`src/rtl/cnu_float_min_sort_if.sv`:
```
// Message/result bundle for the serial check-node minimum sorter.
// Handshake: a transfer happens on a rising clk edge where valid and ready
// are both high. Once valid is raised it stays high, with its payload
// unchanged, until that transfer happens. Ready may be raised or dropped
// freely and never depends combinationally on valid.
interface cnu_float_min_sort_if #(
  parameter int DEG   = 6,
  parameter int EXP_W = 7,
  parameter int MAN_W = 10,
  parameter int IDX_W = 3
);
  // Input message stream from the fixed-to-float converter.
  logic             in_valid;
  logic             in_ready;
  logic             in_sign;
  logic [EXP_W-1:0] in_exp;
  logic [MAN_W-1:0] in_man;

  // Sorted result toward the check-to-variable update stage.
  logic             out_valid;
  logic             out_ready;
  logic [EXP_W-1:0] out_min1_exp;
  logic [MAN_W-1:0] out_min1_man;
  logic [EXP_W-1:0] out_min2_exp;
  logic [MAN_W-1:0] out_min2_man;
  logic [IDX_W-1:0] out_min1_idx;
  logic             out_sign_prod;
  logic [DEG-1:0]   out_sign_vec;

  // Producer of messages and consumer of results.
  modport master (
    output in_valid, in_sign, in_exp, in_man, out_ready,
    input  in_ready, out_valid, out_min1_exp, out_min1_man,
           out_min2_exp, out_min2_man, out_min1_idx,
           out_sign_prod, out_sign_vec
  );

  // The sorter itself.
  modport slave (
    input  in_valid, in_sign, in_exp, in_man, out_ready,
    output in_ready, out_valid, out_min1_exp, out_min1_man,
           out_min2_exp, out_min2_man, out_min1_idx,
           out_sign_prod, out_sign_vec
  );
endinterface

```
`src/rtl/cnu_float_min_sort.sv`:
```
// Serial check-node minimum sorter for the min-sum LDPC decoder.
// Accumulates DEG float-coded messages and then holds min1, min2, the
// index of min1, the sign product and the per-edge sign vector until the
// downstream stage takes them.
module cnu_float_min_sort #(
  parameter int DEG   = 6,
  parameter int EXP_W = 7,
  parameter int MAN_W = 10,
  parameter int IDX_W = 3
) (
  input  logic                clk,
  input  logic                rst,
  cnu_float_min_sort_if.slave bus,
  output logic                o_dbg_state
);
  localparam int KEY_W = EXP_W + MAN_W;

  typedef enum logic {
    ST_ACCUM = 1'b0,
    ST_HOLD  = 1'b1
  } state_t;

  state_t           r_state;
  logic [IDX_W-1:0] r_cnt;
  logic [KEY_W-1:0] r_min1;
  logic [KEY_W-1:0] r_min2;
  logic [IDX_W-1:0] r_idx;
  logic             r_sign_prod;
  logic [DEG-1:0]   r_sign_vec;

  // Magnitude key: exponent above mantissa, compared unsigned; sign excluded.
  logic [KEY_W-1:0] w_key;
  logic             w_last;
  assign w_key  = {bus.in_exp, bus.in_man};
  assign w_last = (r_cnt == IDX_W'(DEG - 1));

  // Single state machine: accumulate beats, then hold the result.
  always_ff @(posedge clk) begin
    if (rst) begin
      r_state     <= ST_ACCUM;
      r_cnt       <= '0;
      r_min1      <= '0;
      r_min2      <= '0;
      r_idx       <= '0;
      r_sign_prod <= 1'b0;
      r_sign_vec  <= '0;
    end else begin
      case (r_state)
        ST_ACCUM: begin
          if (bus.in_valid) begin
            r_sign_vec[r_cnt] <= bus.in_sign;
            if (r_cnt == '0) begin
              // First edge seeds min1; min2 starts saturated.
              r_min1      <= w_key;
              r_min2      <= '1;
              r_idx       <= '0;
              r_sign_prod <= bus.in_sign;
            end else begin
              r_sign_prod <= r_sign_prod ^ bus.in_sign;
              // Strict less-than keeps the earliest edge on ties.
              if (w_key < r_min1) begin
                r_min2 <= r_min1;
                r_min1 <= w_key;
                r_idx  <= r_cnt;
              end else if (w_key < r_min2) begin
                r_min2 <= w_key;
              end
            end
            if (w_last) begin
              r_state <= ST_HOLD;
            end else begin
              r_cnt <= r_cnt + 1'b1;
            end
          end
        end
        ST_HOLD: begin
          if (bus.out_ready) begin
            r_state     <= ST_ACCUM;
            r_cnt       <= '0;
            r_sign_prod <= 1'b0;
          end
        end
        default: r_state <= ST_ACCUM;
      endcase
    end
  end

  // Handshake flags decode straight from the state register.
  assign bus.in_ready  = (r_state == ST_ACCUM);
  assign bus.out_valid = (r_state == ST_HOLD);

  assign bus.out_min1_exp  = r_min1[KEY_W-1:MAN_W];
  assign bus.out_min1_man  = r_min1[MAN_W-1:0];
  assign bus.out_min2_exp  = r_min2[KEY_W-1:MAN_W];
  assign bus.out_min2_man  = r_min2[MAN_W-1:0];
  assign bus.out_min1_idx  = r_idx;
  assign bus.out_sign_prod = r_sign_prod;
  assign bus.out_sign_vec  = r_sign_vec;

  assign o_dbg_state = r_state;
endmodule

```
`src/flat_wrapper.sv`:
```
// flat-port wrapper written by rule: the top's interface ports become plain ports
module cnu_float_min_sort_flat 
#(
  parameter int DEG   = 6,
  parameter int EXP_W = 7,
  parameter int MAN_W = 10,
  parameter int IDX_W = 3
)
  (clk, rst, o_dbg_state, bus_in_valid, bus_in_sign, bus_in_exp, bus_in_man, bus_out_ready, bus_in_ready, bus_out_valid, bus_out_min1_exp, bus_out_min1_man, bus_out_min2_exp, bus_out_min2_man, bus_out_min1_idx, bus_out_sign_prod, bus_out_sign_vec);
  cnu_float_min_sort_if #(.DEG(DEG), .EXP_W(EXP_W), .MAN_W(MAN_W), .IDX_W(IDX_W)) bus_i ();
  input  logic clk;
  input  logic rst;
  output logic o_dbg_state;
  input wire logic [$bits(bus_i.in_valid)-1:0] bus_in_valid;
  input wire logic [$bits(bus_i.in_sign)-1:0] bus_in_sign;
  input wire logic [$bits(bus_i.in_exp)-1:0] bus_in_exp;
  input wire logic [$bits(bus_i.in_man)-1:0] bus_in_man;
  input wire logic [$bits(bus_i.out_ready)-1:0] bus_out_ready;
  output wire logic [$bits(bus_i.in_ready)-1:0] bus_in_ready;
  output wire logic [$bits(bus_i.out_valid)-1:0] bus_out_valid;
  output wire logic [$bits(bus_i.out_min1_exp)-1:0] bus_out_min1_exp;
  output wire logic [$bits(bus_i.out_min1_man)-1:0] bus_out_min1_man;
  output wire logic [$bits(bus_i.out_min2_exp)-1:0] bus_out_min2_exp;
  output wire logic [$bits(bus_i.out_min2_man)-1:0] bus_out_min2_man;
  output wire logic [$bits(bus_i.out_min1_idx)-1:0] bus_out_min1_idx;
  output wire logic [$bits(bus_i.out_sign_prod)-1:0] bus_out_sign_prod;
  output wire logic [$bits(bus_i.out_sign_vec)-1:0] bus_out_sign_vec;
  assign bus_i.in_valid = bus_in_valid;
  assign bus_i.in_sign = bus_in_sign;
  assign bus_i.in_exp = bus_in_exp;
  assign bus_i.in_man = bus_in_man;
  assign bus_i.out_ready = bus_out_ready;
  assign bus_in_ready = bus_i.in_ready;
  assign bus_out_valid = bus_i.out_valid;
  assign bus_out_min1_exp = bus_i.out_min1_exp;
  assign bus_out_min1_man = bus_i.out_min1_man;
  assign bus_out_min2_exp = bus_i.out_min2_exp;
  assign bus_out_min2_man = bus_i.out_min2_man;
  assign bus_out_min1_idx = bus_i.out_min1_idx;
  assign bus_out_sign_prod = bus_i.out_sign_prod;
  assign bus_out_sign_vec = bus_i.out_sign_vec;
  cnu_float_min_sort #(.DEG(DEG), .EXP_W(EXP_W), .MAN_W(MAN_W), .IDX_W(IDX_W)) u_core (.clk(clk), .rst(rst), .bus(bus_i), .o_dbg_state(o_dbg_state));
endmodule
```
`config.mk`:
```
export PLATFORM = sky130hd
export DESIGN_NAME = cnu_float_min_sort_flat
export DESIGN_NICKNAME = d
export VERILOG_FILES = /design/src/rtl/cnu_float_min_sort_if.sv /design/src/rtl/cnu_float_min_sort.sv /design/src/flat_wrapper.sv
export SDC_FILE = /design/constraint.sdc
export NUM_CORES = 1
export LEC_CHECK = 0
export BUFFER_PORTS_ARGS = -buffer_cell sky130_fd_sc_hd__buf_2
export CORE_ASPECT_RATIO = 0.7
export CORE_UTILIZATION = 60
export CTS_CLUSTER_SIZE = 16
export DETAILED_ROUTE_END_ITERATION = 10
export HOLD_SLACK_MARGIN = 0.03
export PLACE_DENSITY = 0.95
export SLEW_MARGIN = 5
export SYNTH_ARGS = -nofsm -noshare
export SYNTH_HDL_FRONTEND = slang
export SYNTH_SLANG_ARGS = --single-unit
```
`constraint.sdc`:
```
create_clock -name clk -period 7.6 [get_ports clk]
set_clock_uncertainty 0.15 [all_clocks]
set_input_delay 0.76 -clock clk [delete_from_list [all_inputs] [get_ports clk]]
set_output_delay 0.76 -clock clk [all_outputs]
set_load 0.01 [all_outputs]
```
---- Word level (Yosys, flattened, before mapping) ----
Index checks and enable logic that the tools add are counted.
W data, S select, Z words.
cells by class
  div/mod/pow operators ................... 0
  reductions and logical operators ........ 9
  muxes and demuxes ....................... 22
  $add $sub $neg .......................... 1
  order comparisons ....................... 4
  shifts and indexed selects .............. 0
  multipliers ............................. 0
  bitwise logic cells ..................... 2
  equality and inequality tests ........... 4
operators by type and width
  operator               number
  $mux W17               5
  $lt A17 B17 Y1         2
  $mux W3                5
  $reduce_and A3 Y1      3
  $mux W1                7
  $bwmux W6              1
  $ne A2 B2 Y1 const B   3
  $pmux W3 S2            1
  $lt A3 B4 Y1 const B   1
  $pmux W1 S2            2
  $reduce_and A2 Y1      2
  $add A3 B1 Y3 const B  1
  $demux W1 S3           1
  $eq A3 B3 Y1 const B   1
  $ge A3 B1 Y1 const B   1
  $logic_not A3 Y1       1
  $reduce_bool A3 Y1     1
  $reduce_bool A2 Y1     1
  $logic_and A1 B1 Y1    1
  $not A1 Y1             1
  $xor A1 B1 Y1          1
storage, ports and cells
  memory bits (writable) .................. 0
  memories ................................ 0
  input bits .............................. 22
  register bits after elaboration ......... 48
  output and inout bits ................... 47
  word-level logic and storage cells ...... 49
  ROM bits ................................ 0
  latch bits .............................. 0

---- Logic depth before layout (Yosys ltp) ----
Gate-level depths: netlist (run 1).
  depth after elaboration ................. 5
  gate-level depth with buffers ........... 10
  depth with buffers taken out ............ 8

---- Worst setup path after synthesis (run 1) ----
No wires, ideal clock.
  kind .................................... input to register
  start point ............................. input bus_in_exp[4]
  end point ............................... register u_core.r_min2[10]
  required time ........................... 7.364 ns
  arrival ................................. 2.537 ns
  stages on the path ...................... 8
  buffers on the path ..................... 1
  library setup time ...................... 0.086 ns
  path slack .............................. 4.826 ns
  cell sequence ........................... ha_1 a21o_1 a21o_1 a21o_1 a211oi_2 buf_4 mux2_2 a221oi_2
on the way
  cells in the longest elaborated chain, start to end .. 3
RTL lines
  element                                                   line                                                text
  start: declaration                                        flat_wrapper.sv:16                                  input wire logic [$bits(bus_i.in_exp)-1:0] bus_in_exp;
  $lt A17 B17 Y1, on equally long branches                  cnu_float_min_sort.sv:65, cnu_float_min_sort.sv:61
  $reduce_bool A3 Y1 (no line) or $mux W17 (tied branches)  n/a
  $reduce_and A3 Y1 (no line) or $mux W17 (tied branches)   n/a
  end signal: assignment                                    cnu_float_min_sort.sv:62                            r_min2 <= r_min1;
  end signal: assignment                                    cnu_float_min_sort.sv:66                            r_min2 <= w_key;
  end: declaration                                          cnu_float_min_sort.sv:26                            logic [KEY_W-1:0] r_min2;
Several ways; a longest one is shown, not always the timed one.
A chain may end at the register's enable or synchronous reset.

---- Worst setup path in the final report (run 1) ----
  start point ............................. input bus_in_man[2]
  end point ............................... register u_core.r_min2[13]
on the way
  cells in the longest elaborated chain, start to end .. 3
RTL lines
  element                                                   line                                                text
  start: declaration                                        flat_wrapper.sv:17                                  input wire logic [$bits(bus_i.in_man)-1:0] bus_in_man;
  $lt A17 B17 Y1, on equally long branches                  cnu_float_min_sort.sv:65, cnu_float_min_sort.sv:61
  $reduce_bool A3 Y1 (no line) or $mux W17 (tied branches)  n/a
  $reduce_and A3 Y1 (no line) or $mux W17 (tied branches)   n/a
Several ways; a longest one is shown, not always the timed one.

==> metrics.log, run 1 <==
INFO  metric clock_power_share = around a quarter
INFO  metric routabilityCongestion = 0.8450
INFO  metric rsz0062_at_grt = no
INFO  metric vias_in_the_first_global_route = 2930
INFO  metric yosys-top-cells-area = sky130_fd_sc_hd__dfxtp_1 29%, sky130_fd_sc_hd__ha_1 13%, sky130_fd_sc_hd__o211ai_1 8.7%
INFO  metric holdBufCountCts = 0
INFO  metric tcrit_tclk_final = a little under half
INFO  metric area_delta_synth_final = 12.96%
INFO  metric first_iter_violations = 289
INFO  metric cts_setup_buffers = 0
INFO  metric cts_sinks = 48
INFO  metric multiplexer_share_of_the_synthesized_area = 7.640%
INFO  metric r2r-start = u_core.r_min1[2]
INFO  metric synthesis.nets = 443
INFO  metric syn_inst = 386
INFO  metric critical_path.n_buffers_inverters = 2
INFO  metric count_of_flip_flops_with_a_built_in_enable_after_synthesis = 0
INFO  metric ant_nets = 0
INFO  metric critPathCaptureType = register
INFO  metric antenna_cells = 0
INFO  metric first_pass_iters = 5
INFO  metric worst-path-stages = 9
INFO  metric critical_path.top_delay_family = compound AO/OA/AOI/OAI gates
INFO  metric synthesis.area = between 3000 and 4000 sq um
INFO  metric finalSetupTns = 0 ps
INFO  metric r2r-end = u_core.r_min2[13]
INFO  metric detail_route.vias_per_cell = 6.261
INFO  metric dieHeight = 63.97 um
INFO  metric finish.net_count = 490
INFO  metric cts_bufs_inserted = 5
INFO  metric synth_adder_area_share = approximately an eighth
INFO  metric detailed_route_drc_error_count = 0
INFO  metric cts_htree_levels = 2
INFO  metric synth_top_family_by_area = compound AO/OA/AOI/OAI gates
INFO  metric worst_setup_path_start_kind = primary input
INFO  metric r2r_cells = 9
INFO  metric critical_path.max_stage_delay = about 810 ps
INFO  metric core-area = 5258 sq um
INFO  metric synth.largest_area_cell = sky130_fd_sc_hd__dfxtp_1
INFO  metric core.rowCount = 22
INFO  metric yosysWarnings = 0
INFO  metric layout_commonest_cell = sky130_fd_sc_hd__buf_2
INFO  metric cts.path.max_buffers = 2
INFO  metric wl_per_cell = 16.82 um
INFO  metric final_critical_path_setup_slack = 4136 ps
INFO  metric path_cells = buf_2, ha_1, a21o_1, a31oi_1, o21ai_0, a211oi_4, buf_4, mux2_2, a221oi_2
INFO  metric dominantRegCellSynth = sky130_fd_sc_hd__dfxtp_1
INFO  metric placement.setup.worst_slack = around 3800 ps
INFO  metric post_synthesis_register_bit_count = 48
INFO  metric critical_path_required = 7670 ps
INFO  metric io_pins = 69
INFO  metric final_layout_size_suffix_gt1_share = 26.27%
INFO  metric synth-async-reset-ratio = 0%
INFO  metric synthesized_area_fraction_occupied_by_ao_oa_aoi_and_oai_cells = between 20% and 30%
INFO  metric crit_arrival = roughly 3500 ps
INFO  metric clk_pin_slew_worst_paths = 100 ps
INFO  metric antenna_found_initial = 0
INFO  metric global_route.usage.total = 30.50%
INFO  metric wl = roughly 8500 um
INFO  metric synth.yosys.seq_area_share = slightly below 30%
INFO  metric n_fill_cell = 410
INFO  metric max_clock_freq = 288.7 MHz
INFO  metric number_of_maximum_capacitance_violations = 0
INFO  metric synth-simple-area-share = between 10% and 20%
INFO  metric detailroute.via_count = 3168
INFO  metric switching_share = roughly 37%
INFO  metric power.density = 202.7 nW/um^2
INFO  metric grt_first_pass_wirelength = 14150 um
INFO  metric finalHoldViolations = 0
INFO  metric power.sequential.fraction = about two fifths
INFO  metric setup_violation_total_in_the_final_timing_report = 0
INFO  metric timing.critical_path.fanout_max = 20
INFO  metric p_leak = 1.658 nW
INFO  metric synth_cell_type_count = 42
INFO  metric layout_min_cycle_time = 3464 ps
INFO  metric io_buffers = 68
INFO  metric comb_power_share = 34.3%
INFO  metric max-vdd-ir-drop = about 0.20 mV
INFO  metric cts_root_buffer = sky130_fd_sc_hd__clkbuf_8
INFO  metric largest_net_degree_at_the_start_of_global_routing = 56
INFO  metric drv_slew = 0
INFO  metric power_switching = 0.2754 mW
INFO  metric worstSetupEndpoint = u_core.r_min2[13]
INFO  metric yosys.area_share.xor_xnor = 0.2661%
INFO  metric remaining_global_route_overflow = 0
INFO  metric die-width = around 91 um
INFO  metric worst-r2r-setup-slack = 4250 ps
INFO  metric worst_setup_path_type = primary input to register
INFO  metric worstSkewPairLatency = 310 ps
INFO  metric ctsResizeCount = 0
INFO  metric result_of_the_run = complete, no violations
INFO  metric timing_worst_slew_pin_value = 990.6 ps
INFO  metric initial_utilization = 62.61%
INFO  metric holdCritPathClass = register to register
INFO  metric average_cell_area_after_synthesis = roughly 8.5 sq um
INFO  metric netlist.area_leader.share = 29.19%
INFO  metric cts_tree = built
INFO  metric p_int = 0.4784 mW
INFO  metric most-common-layout-cells = 68 x sky130_fd_sc_hd__buf_2, 63 x sky130_fd_sc_hd__nor2_1, 48 x sky130_fd_sc_hd__dfxtp_1
INFO  metric slowest_cp_cell = sky130_fd_sc_hd__a211oi_4
INFO  metric dp_hpwl = 5856 um
INFO  metric slew_headroom = 33.96%
INFO  metric timing.critical_path.from = bus_in_man[2]
INFO  metric die_area = 5791 sq um
-- synthesized netlist by cell type (2+ instances only) --
cell / count
sky130_fd_sc_hd__o21a_1: 5
sky130_fd_sc_hd__buf_6: 3
sky130_fd_sc_hd__a211oi_2: 2
sky130_fd_sc_hd__nor2_1: 63
sky130_fd_sc_hd__nor3b_1: 2
sky130_fd_sc_hd__mux2i_1: 6
sky130_fd_sc_hd__o211ai_1: 38
sky130_fd_sc_hd__buf_4: 4
sky130_fd_sc_hd__a21oi_1: 27
sky130_fd_sc_hd__buf_2: 4
sky130_fd_sc_hd__a21o_1: 10
sky130_fd_sc_hd__nor2b_1: 2
sky130_fd_sc_hd__o21ai_0: 5
sky130_fd_sc_hd__a221oi_2: 10
sky130_fd_sc_hd__a31oi_1: 3
sky130_fd_sc_hd__dfxtp_1: 48
sky130_fd_sc_hd__nand2b_1: 2
sky130_fd_sc_hd__nor3_1: 3
sky130_fd_sc_hd__nand4_1: 4
sky130_fd_sc_hd__inv_1: 35
sky130_fd_sc_hd__a221oi_1: 8
sky130_fd_sc_hd__ha_1: 35
sky130_fd_sc_hd__and4_1: 3
sky130_fd_sc_hd__nand2_1: 11
sky130_fd_sc_hd__clkbuf_1: 20
sky130_fd_sc_hd__mux2_2: 17
-- kinds of logic (layout without fill, tap and decap cells) --
group / Yosys count / in the layout
xor gates and xnor gates: 1 / 1
AOI/OAI and AO/OA: 117 / 117
and+or+nand+nor: 96 / 96
muxes: 23 / 23
DFF: 48 / 48
adders and majority gates: 35 / 35
buffers and inverters: 66 / 114
-- worst min path at each step --
stage	cells past startpoint	to	startpoint
6_report	2	u_core.bus.out_min1_idx[0]	u_core.bus.out_min1_idx[0]
5_1_grt	2	u_core.bus.out_sign_vec[3]	u_core.bus.out_sign_vec[3]
4_1_cts	2	u_core.bus.out_min1_idx[0]	u_core.bus.out_min1_idx[0]
3_5_place_dp	2	u_core.bus.out_sign_vec[1]	u_core.bus.out_sign_vec[1]
3_3_place_gp	2	u_core.bus.out_sign_vec[0]	u_core.bus.out_sign_vec[0]
2_1_floorplan	2	u_core.bus.out_min1_idx[1]	u_core.r_cnt[1]
-- final cells by class --
cell class	instances	area, sq um	area share, %
timing repair buffer	71	362.8	9.758
tap	72	90.09	2.423
clock buffer	5	68.82	1.851
multi-input combinational	272	2058	55.35
clock inverter	3	46.29	1.245
sequential	48	960.9	25.84
inverter	35	131.4	3.533
-- sequential cells by signal, indices dropped and copies added (netlist names) --
name	count
u_core.bus.out_min1_idx	3
u_core.bus.out_sign_prod	1
u_core.bus.out_sign_vec	6
u_core.bus.out_valid	1
u_core.r_cnt	3
u_core.r_min1	17
u_core.r_min2	17
-- power groups by stage --
stage / sequential, mW / combinational, mW / clock [mW]
2_1_floorplan: 0.309 / 0.177 / 0
3_3_place_gp: 0.301 / 0.241 / 0
3_5_place_dp: 0.303 / 0.254 / 0
4_1_cts: 0.297 / 0.256 / 0.200
5_1_grt: 0.301 / 0.285 / 0.209
6_report: 0.297 / 0.259 / 0.198
-- worst register-to-register path, stage by stage (launching register included) --
cell                       delay, ps
sky130_fd_sc_hd__dfxtp_1         380
sky130_fd_sc_hd__inv_1            60
sky130_fd_sc_hd__ha_1            300
sky130_fd_sc_hd__a21o_1          180
sky130_fd_sc_hd__a31oi_1         130
sky130_fd_sc_hd__o21ai_0         200
sky130_fd_sc_hd__a211oi_4        810
sky130_fd_sc_hd__buf_4           410
sky130_fd_sc_hd__mux2_2          380
sky130_fd_sc_hd__a221oi_2        270
-- metal layers --
layer / GRT usage [%] / vias up / share of wire [%]
met4: 10.28 / 0 / 1.9
met2: 50.95 / 192 / 46
met3: 5.833 / 21 / 9.8
met1: 39.63 / 1475 / 43
met5: 0 / - / 0
li1: - / 1480 / -
-- stage by stage --
step           cells  hold slack [ps]  util, %  power, mW  instance area [sq um]
2_1_floorplan    386            355.2        -     0.4860                   3292
3_3_place_gp     498            322.9    68.54     0.5421                   3603
3_5_place_dp     498            328.7    68.54     0.5569                   3603
4_1_cts          506            355.7    70.73     0.7526                   3719
5_1_grt          506            379.4    70.73     0.7949                   3719
6_report         506            350.8    70.73     0.7538                   3719
(Power assumes the default switching activity.)
==> inputs of run 2 (changes only) <==
--- a/config.mk
+++ b/config.mk
@@ -5,13 +5,14 @@
 export SDC_FILE = /design/constraint.sdc
 export NUM_CORES = 1
 export LEC_CHECK = 0
+export ABC_AREA = 1
 export BUFFER_PORTS_ARGS = -buffer_cell sky130_fd_sc_hd__buf_2
 export CORE_ASPECT_RATIO = 0.7
-export CORE_UTILIZATION = 60
+export CORE_UTILIZATION = 49
 export CTS_CLUSTER_SIZE = 16
 export DETAILED_ROUTE_END_ITERATION = 10
 export HOLD_SLACK_MARGIN = 0.03
-export PLACE_DENSITY = 0.95
+export PLACE_DENSITY = 0.86
 export SLEW_MARGIN = 5
 export SYNTH_ARGS = -nofsm -noshare
 export SYNTH_HDL_FRONTEND = slang
==> constraint.sdc (replaced) <==
create_clock -name clk -period 2.9 [get_ports clk]
set_clock_uncertainty 0.15 [all_clocks]
set_input_delay 0.29 -clock clk [delete_from_list [all_inputs] [get_ports clk]]
set_output_delay 0.29 -clock clk [all_outputs]
set_load 0.01 [all_outputs]
==> metrics.log, run 2 <==
INFO  metric routabilityCongestion = 0.8630
INFO  metric cts_sinks = 48
INFO  metric r2r-end = u_core.r_min1[1]
INFO  metric initial_utilization = 52.64%
INFO  metric ctsResizeCount = 0
INFO  metric die-width = 97.61 um
INFO  metric count_of_flip_flops_with_a_built_in_enable_after_synthesis = 0
INFO  metric p_leak = around 1.9 nW
INFO  metric crit_arrival = 2660 ps
INFO  metric finalHoldViolations = 0
INFO  metric synthesis.nets = 528
INFO  metric worst_setup_path_start_kind = register
INFO  metric global_route.usage.total = 25.71%
INFO  metric ant_nets = 0
INFO  metric timing.critical_path.fanout_max = 19
INFO  metric detail_route.vias_per_cell = 5.268
INFO  metric p_int = 1.295 mW
INFO  metric min-delay-start = rst
INFO  metric hold_path_end = u_core.bus.out_min1_idx[0]
INFO  metric timing.hold.worst_path_depth = 2
INFO  metric cts_root_buffer = sky130_fd_sc_hd__clkbuf_8
INFO  metric final_critical_path_setup_slack = between 200 and 300 ps
INFO  metric wl_per_cell = 13.55 um
INFO  metric layout_min_cycle_time = 2609 ps
INFO  metric core.rowCount = 23
INFO  metric synth.yosys.seq_area_share = 30.65%
INFO  metric comb_power_share = 37.6%
INFO  metric worstSkewPairLatency = 310 ps
INFO  metric core-area = 5957 sq um
INFO  metric antenna_cells = 0
INFO  metric area_delta_synth_final = 16.36%
INFO  metric wl_met2 = ~3600 um
INFO  metric cts_setup_buffers = 0
INFO  metric power_switching = 0.7977 mW
INFO  metric cts_bufs_inserted = 5
INFO  metric detailed_route_drc_error_count = 8
INFO  metric power.density = 573.6 nW/um^2
INFO  metric placement.setup.worst_slack = 364.9 ps
INFO  metric io_buffers = 68
INFO  metric critical_path_required = just under 3000 ps
INFO  metric violations_in_the_final_reports = design-rule violations
INFO  metric post_dp_cell_area = 3537 sq um
INFO  metric clock_power_share = 23.9%
INFO  metric maxUsedRoutingLayer = met4
INFO  metric grt_first_pass_wirelength = 13400 um
INFO  metric max-vdd-ir-drop = roughly 0.25 mV
INFO  metric die_area = slightly below 7000 sq um
INFO  metric cts_htree_levels = 2
INFO  metric synth.most_common_cell = sky130_fd_sc_hd__nand2_1
INFO  metric finalSetupTns = 0 ps
INFO  metric r2r-start = u_core.r_min1[16]
INFO  metric average_cell_area_after_synthesis = 6.657 sq um
INFO  metric drv_slew = 0
INFO  metric yosysWarnings = 0
INFO  metric power.sequential.fraction = 38.4%
INFO  metric antenna_found_initial = 0
INFO  metric tcrit_tclk_final = around nine tenths
INFO  metric cts_tree = built
INFO  metric final_core_utilization = 61.25%
INFO  metric syn_inst = about 470
INFO  metric result_of_the_run = finished with violations
INFO  metric switching_share = 38.11%
INFO  metric remaining_global_route_overflow = 0
INFO  metric slew_headroom = 48.18%
INFO  metric synth-async-reset-ratio = 0%
INFO  metric synthesis.area = 3136 sq um
INFO  metric holdBufCountCts = 0
INFO  metric most-common-layout-cells = 91 x sky130_fd_sc_hd__nand2_1, 87 x sky130_fd_sc_hd__nor2_1, 68 x sky130_fd_sc_hd__buf_2
INFO  metric layout_commonest_cell = sky130_fd_sc_hd__nand2_1
INFO  metric max_clock_freq = 383.3 MHz
INFO  metric wl = around 8300 um
INFO  metric detail_route.wirelength.met1 = 3917 um
INFO  metric netlist.area_leader.share = 30.65%
INFO  metric worst_setup_path_type = register to register
INFO  metric detailroute.via_count = 3224
INFO  metric cts.path.max_buffers = 2
INFO  metric number_of_maximum_capacitance_violations = 0
INFO  metric finalInstanceArea = 3649 sq um
INFO  metric synth_cell_type_count = 33
INFO  metric setup_violation_total_in_the_final_timing_report = 0
INFO  metric finish.net_count = 593
INFO  metric critPathCaptureType = register
INFO  metric vias_in_the_first_global_route = 2827
INFO  metric clk_pin_slew_worst_paths = ~100 ps
INFO  metric synth.largest_area_cell = sky130_fd_sc_hd__dfxtp_1
INFO  metric met3_length = 641 um
INFO  metric dominantRegCellSynth = sky130_fd_sc_hd__dfxtp_1
INFO  metric cell_types_with_the_highest_counts_after_synthesis = 91 x sky130_fd_sc_hd__nand2_1, 87 x sky130_fd_sc_hd__nor2_1, 61 x sky130_fd_sc_hd__inv_1
INFO  metric holdCritPathClass = primary input to register
INFO  metric largest_net_degree_at_the_start_of_global_routing = 26
INFO  metric post_synthesis_register_bit_count = 48
INFO  metric yosys-top-cells-area = sky130_fd_sc_hd__dfxtp_1 31%, sky130_fd_sc_hd__ha_1 14%, sky130_fd_sc_hd__nand2_1 11%
INFO  metric first_pass_iters = 8
INFO  metric io_pins = 69
INFO  metric final_layout_size_suffix_gt1_share = between 10% and 20%
INFO  metric rsz0062_at_grt = no
INFO  metric dieHeight = 68.93 um
INFO  metric timing_worst_slew_pin_value = 776.5 ps
INFO  metric dp_hpwl = 6119 um
INFO  metric r2r_cells = 13
INFO  metric first_iter_violations = 237
INFO  metric n_fill_cell = 541
INFO  metric worst-r2r-setup-slack = between 200 and 300 ps
[run 2: worst max-delay path by stage]
| stage | from | end | slack, ps | cells past startpoint |
|---|---|---|---|---|
| global placement | u_core.r_min1[16] | u_core.r_min1[8] | 420 | 13 |
| detailed placement | u_core.r_min1[16] | u_core.r_min1[1] | 360 | 13 |
| finish | u_core.r_min1[16] | u_core.r_min1[1] | 290 | 13 |
| CTS | u_core.r_min1[16] | u_core.r_min1[1] | 330 | 13 |
| global route | u_core.r_min1[16] | u_core.r_min1[4] | 150 | 13 |
| floorplan | u_core.r_min1[16] | u_core.bus.out_min1_idx[2] | 720 | 13 |
[run 2: layout make-up]
class / instances / area, sq um / area share, %
Tap cell: 75 / 93.84 / 2.572
Inverter: 65 / 244.0 / 6.687
Clock inverter: 3 / 42.54 / 1.166
Clock buffer: 5 / 68.82 / 1.886
Sequential cell: 48 / 960.9 / 26.34
Timing Repair Buffer: 76 / 412.9 / 11.32
Multi-Input combinational cell: 340 / 1826 / 50.03
[run 2: cells by family (layout without fill, tap and decap cells)]
logic type                 after synthesis  after routing  share of synthesized area, %
xor gates and xnor gates                 1              1                        0.2794
buffers and inverters                   83            149                         11.13
DFF                                     48             48                         30.65
and+or+nand+nor                        249            249                         34.36
adders and majority gates               35             35                         13.97
AOI/OAI and AO/OA                       55             55                         9.618
[run 2: stage by stage]
step           hold WS (ps)  std cells  power (mW)
2_1_floorplan         209.1        471       1.348
3_3_place_gp          282.4        604       1.566
3_5_place_dp          293.9        604       1.594
4_1_cts               93.90        612       2.096
5_1_grt               95.79        612       2.246
6_report              101.4        612       2.093
[run 2: layer usage]
metal  global-route usage (%)  vias to the layer above
met4                    9.470                        0
li1                         -                     1641
met3                    5.343                       10
met1                    35.11                     1454
met2                    40.60                      119
met5                        0                        -
[run 2: critical path, cell delays in order (launching register included)]
cell and delay, ps:
sky130_fd_sc_hd__dfxtp_1 410, sky130_fd_sc_hd__inv_1 60, sky130_fd_sc_hd__ha_1 290, sky130_fd_sc_hd__nand2_1 70, sky130_fd_sc_hd__nor2_1 240, sky130_fd_sc_hd__nand2_1 170
sky130_fd_sc_hd__nor2_4 190, sky130_fd_sc_hd__nor2_8 60, sky130_fd_sc_hd__nand2_4 50, sky130_fd_sc_hd__nand2_2 60, sky130_fd_sc_hd__nand2_2 260, sky130_fd_sc_hd__inv_2 250
sky130_fd_sc_hd__nor2_1 170, sky130_fd_sc_hd__nor2_1 70
[run 2: power by group through the flow]
stage	sequential (mW)	clock, mW	combinational (mW)
after global placement	0.815	0	0.751
after floorplan	0.848	0	0.500
after global routing	0.813	0.537	0.896
after CTS	0.803	0.510	0.784
after detailed placement	0.818	0	0.776
final	0.804	0.501	0.788
